$ cat src/rtl/cpu_pkg.sv
// Shared core-wide types and constants for the pipelined MIPS front end.
package cpu_pkg;

  localparam int unsigned WORD_W = 32;
  localparam int unsigned PC_INC = 4;

  // sll $0,$0,0
  localparam logic [WORD_W-1:0] NOP = 32'h0000_0000;

  typedef enum logic {
    FETCH = 1'b0,
    HOLD  = 1'b1
  } fetch_state_t;

  // IF/ID pipeline register payload
  typedef struct packed {
    logic [WORD_W-1:0] instruction;
    logic [WORD_W-1:0] pc_plus4;
    logic              valid;
  } if_id_t;

endpackage

$ cat src/rtl/instruction_fetch_if.sv
// Instruction-memory read port: fetch stage is master, memory is slave.
interface instruction_fetch_if;

  logic                        imem_req;
  logic [cpu_pkg::WORD_W-1:0]  imem_addr;
  logic [cpu_pkg::WORD_W-1:0]  imem_rdata;
  logic                        imem_ready;

  modport master (
    output imem_req,
    output imem_addr,
    input  imem_rdata,
    input  imem_ready
  );

  modport slave (
    input  imem_req,
    input  imem_addr,
    output imem_rdata,
    output imem_ready
  );

endinterface

$ cat src/rtl/instruction_fetch_pc_register.sv
// Program counter with redirect load, sequential increment and hold; wraps modulo 2^32.
module pc_register
  import cpu_pkg::*;
#(
  parameter logic [WORD_W-1:0] RESET_PC = 32'h0000_0000
) (
  input  logic              clock,
  input  logic              reset,
  input  logic              enable,
  input  logic              load,
  input  logic              increment,
  input  logic [WORD_W-3:0] target,
  output logic [WORD_W-1:0] pc,
  output logic [WORD_W-1:0] pc_next_seq_c
);

  assign pc_next_seq_c = pc + WORD_W'(PC_INC);

  // Redirect targets are word addresses; the low two bits are forced to zero.
  always_ff @(posedge clock) begin
    if (reset) begin
      pc <= RESET_PC;
    end else if (enable) begin
      if (load) begin
        pc <= {target, 2'b00};
      end else if (increment) begin
        pc <= pc_next_seq_c;
      end
    end
  end

endmodule

$ cat src/rtl/instruction_fetch.sv
// Fetch stage: owns the PC, issues imem reads and loads the IF/ID register,
// buffering one word while decode stalls and flushing to NOP on redirect.
module instruction_fetch
  import cpu_pkg::*;
#(
  parameter logic [WORD_W-1:0] RESET_PC = 32'h0000_0000,
  parameter logic [WORD_W-1:0] NOP_WORD = NOP
) (
  input  logic                clock,
  input  logic                reset,
  input  logic                enable,
  input  logic                stall,
  input  logic                branch_taken,
  input  logic [WORD_W-1:0]   branch_target,
  instruction_fetch_if.master imem,
  output logic [WORD_W-1:0]   instruction,
  output logic [WORD_W-1:0]   pc_plus4,
  output logic                valid
);

  fetch_state_t      state;
  if_id_t            if_id;
  logic [WORD_W-1:0] hold_buf;
  logic [WORD_W-1:0] pc;
  logic [WORD_W-1:0] pc_seq;
  logic              redirect;
  logic              fetch_accept;
  logic              hold_release;
  logic              advance;
  logic              unused_target_lsbs;

  assign unused_target_lsbs = ^branch_target[1:0];

  // A redirect outranks everything below enable; stall only matters without one.
  assign redirect     = enable & branch_taken;
  assign fetch_accept = enable & ~branch_taken & (state == FETCH) & imem.imem_ready & ~stall;
  assign hold_release = enable & ~branch_taken & (state == HOLD) & ~stall;
  assign advance      = fetch_accept | hold_release;

  pc_register #(
    .RESET_PC (RESET_PC)
  ) u_pc_register (
    .clock         (clock),
    .reset         (reset),
    .enable        (enable),
    .load          (redirect),
    .increment     (advance),
    .target        (branch_target[WORD_W-1:2]),
    .pc            (pc),
    .pc_next_seq_c (pc_seq)
  );

  assign imem.imem_req  = enable & ~reset & (state == FETCH);
  assign imem.imem_addr = pc;

  assign instruction = if_id.instruction;
  assign pc_plus4    = if_id.pc_plus4;
  assign valid       = if_id.valid;

  // FSM, hold buffer and IF/ID register
  always_ff @(posedge clock) begin
    if (reset) begin
      state    <= FETCH;
      hold_buf <= '0;
      if_id    <= '{instruction: NOP_WORD, pc_plus4: '0, valid: 1'b0};
    end else if (enable) begin
      if (branch_taken) begin
        state    <= FETCH;
        hold_buf <= '0;
        if_id    <= '{instruction: NOP_WORD, pc_plus4: '0, valid: 1'b0};
      end else begin
        case (state)
          FETCH: begin
            if (imem.imem_ready) begin
              if (!stall) begin
                if_id <= '{instruction: imem.imem_rdata, pc_plus4: pc_seq, valid: 1'b1};
              end else begin
                hold_buf <= imem.imem_rdata;
                state    <= HOLD;
              end
            end else if (!stall) begin
              // Memory wait with decode ready: present a bubble.
              if_id.instruction <= NOP_WORD;
              if_id.valid       <= 1'b0;
            end
          end
          HOLD: begin
            if (!stall) begin
              if_id <= '{instruction: hold_buf, pc_plus4: pc_seq, valid: 1'b1};
              state <= FETCH;
            end
          end
          default: state <= FETCH;
        endcase
      end
    end
  end

endmodule

$ cat src/flat_wrapper.sv
// flat-port wrapper written by rule: the top's interface ports become plain ports
module instruction_fetch_flat import cpu_pkg::*;
#(
  parameter logic [WORD_W-1:0] RESET_PC = 32'h0000_0000,
  parameter logic [WORD_W-1:0] NOP_WORD = NOP
)
  (clock, reset, enable, stall, branch_taken, branch_target, instruction, pc_plus4, valid, imem_imem_req, imem_imem_addr, imem_imem_rdata, imem_imem_ready);
  instruction_fetch_if imem_i ();
  input  logic clock;
  input  logic reset;
  input  logic enable;
  input  logic stall;
  input  logic branch_taken;
  input  logic [WORD_W-1:0] branch_target;
  output logic [WORD_W-1:0] instruction;
  output logic [WORD_W-1:0] pc_plus4;
  output logic valid;
  output wire logic [$bits(imem_i.imem_req)-1:0] imem_imem_req;
  output wire logic [$bits(imem_i.imem_addr)-1:0] imem_imem_addr;
  input wire logic [$bits(imem_i.imem_rdata)-1:0] imem_imem_rdata;
  input wire logic [$bits(imem_i.imem_ready)-1:0] imem_imem_ready;
  assign imem_imem_req = imem_i.imem_req;
  assign imem_imem_addr = imem_i.imem_addr;
  assign imem_i.imem_rdata = imem_imem_rdata;
  assign imem_i.imem_ready = imem_imem_ready;
  instruction_fetch #(.RESET_PC(RESET_PC), .NOP_WORD(NOP_WORD)) u_core (.clock(clock), .reset(reset), .enable(enable), .stall(stall), .branch_taken(branch_taken), .branch_target(branch_target), .imem(imem_i), .instruction(instruction), .pc_plus4(pc_plus4), .valid(valid));
endmodule
$ cat config.mk
export PLATFORM = sky130hd
export DESIGN_NAME = instruction_fetch_flat
export DESIGN_NICKNAME = d
export VERILOG_FILES = /design/src/rtl/cpu_pkg.sv /design/src/rtl/instruction_fetch_if.sv /design/src/rtl/instruction_fetch_pc_register.sv /design/src/rtl/instruction_fetch.sv /design/src/flat_wrapper.sv
export SDC_FILE = /design/constraint.sdc
export NUM_CORES = 1
export LEC_CHECK = 0
export ABC_CLOCK_PERIOD_IN_PS = 2700
export CAP_MARGIN = 20
export CORE_ASPECT_RATIO = 1.2
export CORE_MARGIN = 5
export CORE_UTILIZATION = 46
export CTS_CLUSTER_DIAMETER = 120
export DETAILED_ROUTE_END_ITERATION = 10
export PLACE_DENSITY = 0.77
export SLEW_MARGIN = 20
export SYNTH_ARGS = -nofsm -noshare
export SYNTH_HDL_FRONTEND = slang
export SYNTH_HIERARCHICAL = 1
export SYNTH_SLANG_ARGS = --single-unit
export TNS_END_PERCENT = 1
$ cat constraint.sdc
create_clock -name clock -period 2.7 [get_ports clock]
set_input_delay 0.27 -clock clock [delete_from_list [all_inputs] [get_ports clock]]
set_output_delay 0.27 -clock clock [all_outputs]
set_load 0.02 [all_outputs]
After elaboration in Yosys (flattened, before gate mapping). Index checks and enable logic that the tools add are counted.

Add/subtract/negate cells: 1. Eq/ne operators: 4. Muxes and demuxes: 19. Bitwise logic cells: 14. Reductions and logical operators: 7.

Operator list (count): 32-bit two-way mux (9); 65-bit two-way mux (3); 65-bit one-hot mux with 2 select lines (1); 32-bit by 3-bit adder with 32-bit output (second input constant) (1); 1-bit bitwise AND (9); 3-bit inequality test (second input constant) (3); 4-bit AND reduction (2); 2-bit nonzero test (3); 1-bit two-way mux (5); 1-bit NOT (4); 3-bit AND reduction (1); 2-bit inequality test (second input constant) (1); 1-bit one-hot mux with 2 select lines (1); 2-bit AND reduction (1); 1-bit OR (1).

Register bits after elaboration: 130. Input port bits: 70. Output and inout bits: 98. Word-level logic and storage cells: 51.

Depth between registers and ports, before layout.
Depth in word-level cells: 8. Gate-level depth with buffers: 9. Mapped depth without buffers: 6.

By module. Netlist, hierarchy kept.

Modules (own cells, without submodules): instruction_fetch (times used 1, cells each 309, area each 3437.0 um2, sequential area each 1961.9 um2); pc_register (times used 1, cells each 341, area each 2522.4 um2, sequential area each 600.6 um2).

Worst setup path before layout. No wires, ideal clock.

Path type: flip-flop to flip-flop. Start: reg u_core.state. End: reg u_core.u_pc_register.pc[26]. Data arrival time: 2.033 ns. Required time: 2.626 ns. Setup slack: 0.592 ns. Cell stages (with the launch flop): 8. Clock period less this slack: 2.108 ns. Path through: dfxtp_1 buf_2 nor2_1 nor3_1 o21ai_1 or3_1 or4_1 a31oi_1.

Word-level cells in the longest chain between the ends: 7.

RTL lines: from (decl) (line instruction_fetch.sv:21) `fetch_state_t state;`; from (signal assigned) (line instruction_fetch.sv:63) `state <= FETCH;`; from (signal assigned) (line instruction_fetch.sv:68) `state <= FETCH;`; from (signal assigned) (line instruction_fetch.sv:79) `state <= HOLD;`; 1-bit NOT (line instruction_fetch.sv:36) `assign fetch_accept = enable & ~branch_taken & (state == FETCH) & imem.imem_ready & ~stall;`; 1-bit bitwise AND (3 in series) (line instruction_fetch.sv:36); 1-bit OR * (line instruction_fetch.sv:38) `assign advance = fetch_accept | hold_release;`; named net u_core.advance (line instruction_fetch.sv:29) `logic advance;`; 2-bit nonzero test (no line) *; 2-bit AND reduction (no line) *; to (signal assigned) (line instruction_fetch_pc_register.sv:25) `pc <= {target, 2'b00};`; to (signal assigned) (line instruction_fetch_pc_register.sv:27) `pc <= pc_next_seq_c;`; to (decl) (line instruction_fetch_pc_register.sv:13) `output logic [WORD_W-1:0] pc,`.

Mark *: on every way through the listed nets, which the timed path passes. The rest lies on a longest branch. A chain may end at the register's enable or synchronous reset.

Final worst setup path.
Start: in enable. End: out imem_imem_req.

Word-level cells in the longest chain between the ends: 2.

RTL lines: from (decl) (line flat_wrapper.sv:11) `input logic enable;`; 1-bit bitwise AND (2 in series) (line instruction_fetch.sv:53) `assign imem.imem_req = enable & ~reset & (state == FETCH);`; to (decl) (line flat_wrapper.sv:18) `output wire logic [$bits(imem_i.imem_req)-1:0] imem_imem_req;`.

No other way between the ends.

==> reports/qor.txt <==
Yosys top cell area share = 43.0%
met3 wire len = 1330 um
vias in the first global route = 5,601
Filler cells = 1,046
remaining routing DRC violations = 0
total CTS buffers = 17
Hold Path Class = reg2reg
Max Used Layer = met4
RSZ-0062 raised after global routing = no
Clock Skew = 0.00586 ns
Layout Nets = 866
clk root buf = clkbuf_16
Cells after DPL = 940
WS Path Type = in2out
Setup Buffers After CTS = 0
met2 WL = 8700 um
core area = 12,700 um^2
FP Rows = 45
final hold violations = 0
sequence of cells on the critical path = clkdlybuf4s50_1 > buf_4 > nor3b_1 > clkdlybuf4s50_1
Total GRT Usage = 23.1%
TNS Setup = 0 ns
asr flop ratio synth = 0%
CP peak stage delay = 0.67 ns
Bufs and invs on worst path = 3
CTS tree = done
Critical R2R Capture = u_core/pc_plus4[24]
RR Startpoint = u_core/u_pc_register/pc[3]
CTS clk-pin slew, worst paths = 0.05 ns
die width = 114 um
synth top area cells = dfxtp_1 43%, a22o_1 12%, nand2_1 4.6%
pin count of the biggest net entering global routing = 48
post-CTS resize count = 0
antenna violations before repair = 0
Slew Limit Headroom = 41.0%
Slew Limit Fails = 0
hold endpoint = u_core/valid
detailed-route via count = 5,788
Max Fclk = 433 MHz
Detail Route Antenna Nets = 0
post-synthesis instance total = 650
crit path capture type = primary output
Initial Util = 47.0%
Mapped Area = 5960 um^2
number of synthesized flops with an enable pin = 0
Seq/Total Area, Yosys = 43.0%
Die Ht = 135 um
hold path depth = 1
gr ovfl total = 0
WL met1 = 7890 um
Placer Congestion = 0.881
post-route cell area = 8300 um^2
Overall Power = 0.00482 W
power density cells = 581 nW/um^2
number of synthesized register bits = 128
number of hold buffers added after cts = 0
global-route wire length before repair = 28,700 um
Area growth syn-to-layout = 39.3%
Placement Cell Area = 7690 um^2
hold_ws = 0.452 ns
fin crit period = 2.31 ns
crit path launch type = primary input
maxcap violations = 0
Synth area leader = dfxtp_1
DP Wirelength = 12,600 um
diodes inserted = 0
Primary FF master, synth = dfxtp_1
Worst R2R Path Depth = 6
required time of the critical path = 2.43 ns
Max H-tree Level = 4
final WL = 18,200 um
die area = 15,300 um^2
Worst-Skew Late Latency = 0.42 ns
IO Pins = 168
worst-path maximum fanout = 8
period utilization = 85.5%
critical path's most frequent cell = clkdlybuf4s50_1
Avg Inst Size Synth = 9.17 um^2
CP max stage cell = clkdlybuf4s50_1
Lkg Pwr = 3.09 nW
vias per cell = 5.95
Data arrival, critical path = 2.04 ns
WL per Instance = 18.8 um
TritonRoute pass-1 iters = 8
r2r setup slk = 0.44 ns
port bufs = 163
list of most frequent post-synthesis cells = 128 x dfxtp_1, 83 x a22o_1, 73 x nand2_1
DRT iter0 DRCs = 539
post-synth cell types = 66
layout cells sized above 1 = 9.41%
Worst Tran Pin Value = 0.886 ns
min-delay src = u_core/valid
# setup viols final = 0
CP top delay family = buffers and inverters
yosys warns = 6
clock buffer depth = 2
highest ir drop seen on vdd = 351 uV
clock sinks = 128
outcome = finished, final reports clean
Non-Filler Instances = 972
most frequent cell after synthesis = dfxtp_1
-- per-stage QoR --
stage | util, % | worst slack (ns)
floorplan | - | 0.592
global route | 65.5 | 0.284
CTS | 65.5 | 0.391
finish | 65.5 | 0.391
global placement | 60.7 | 0.224
detailed placement | 60.7 | 0.206
-- kinds of logic (layout without fill, tap and decap cells) --
kind of cell	after synthesis	after routing	share of synthesized area, %
buf+inv	70	225	6.03
simple gates	198	198	17.8
other cells	1	4	0.0629
xor+xnor	26	26	3.82
compound gates	223	223	28.5
flops	128	128	43.0
fa+ha+maj	1	1	0.210
mux	3	3	0.525
-- worst max path at each step --
stage | from | to | slack (ns) | depth (start not counted)
floorplan | u_core/state | u_core/u_pc_register/pc[26] | 0.59 | 7
global placement | enable | u_core/u_pc_register/pc[16] | 0.22 | 7
detailed placement | enable | u_core/u_pc_register/pc[12] | 0.21 | 7
CTS | enable | imem_imem_req | 0.39 | 4
global route | u_core/u_pc_register/pc[3] | u_core/pc_plus4[24] | 0.28 | 6
finish | enable | imem_imem_req | 0.39 | 4
-- cell type report --
type | instances | area [um^2] | share of cell area (%)
timing repair buffer | 187 | 1820 | 22.0
clock buffer | 19 | 443 | 5.34
sequential | 128 | 2560 | 30.9
multi-input combinational | 455 | 3080 | 37.1
tap | 164 | 205 | 2.47
inverter | 6 | 22.5 | 0.271
clock inverter | 13 | 163 | 1.96
-- sequential cells by signal, indices dropped and copies added (netlist names) --
name,cells
u_core/hold_buf,32
u_core/instruction,32
u_core/pc_plus4,32
u_core/state,1
u_core/u_pc_register/pc,30
u_core/valid,1
-- per-layer routing --
metal	GRT usage (%)	vias up
li1	-	2739
met1	29.8	2739
met2	37.9	280
met3	5.78	30
met4	7.39	0
met5	0	-
-- where the power goes --
part | total [W] | internal (W) | leakage, nW | switching (W)
Combinational | 0.000518 | 0.000244 | 1.77 | 0.000273
Sequential | 0.00199 | 0.00193 | 1.04 | 0.0000577
Clock | 0.00232 | 0.00148 | 0.289 | 0.000840
-- cells in the final DEF, fill, tap and decap left out, types with 4 or more instances in the layout --
| cell type | instances |
|---|---|
| nor2b_1 | 5 |
| and3_1 | 8 |
| xnor2_1 | 10 |
| a31oi_1 | 13 |
| o2bb2ai_1 | 15 |
| nand4_1 | 11 |
| clkdlybuf4s50_1 | 163 |
| o21ai_0 | 31 |
| conb_1 | 4 |
| nand2_1 | 73 |
| xor2_1 | 16 |
| dfxtp_1 | 127 |
| o21a_1 | 4 |
| nand2b_1 | 5 |
| a22oi_1 | 16 |
| nor3_1 | 17 |
| and4_1 | 7 |
| clkbuf_16 | 17 |
| o311ai_0 | 4 |
| buf_4 | 23 |
| a22o_1 | 83 |
| and2_1 | 5 |
| a21oi_1 | 19 |
| inv_1 | 6 |
| nor2_1 | 20 |
| nand3_1 | 21 |
| a311oi_1 | 4 |
Power figures use the tool's default switching activity.
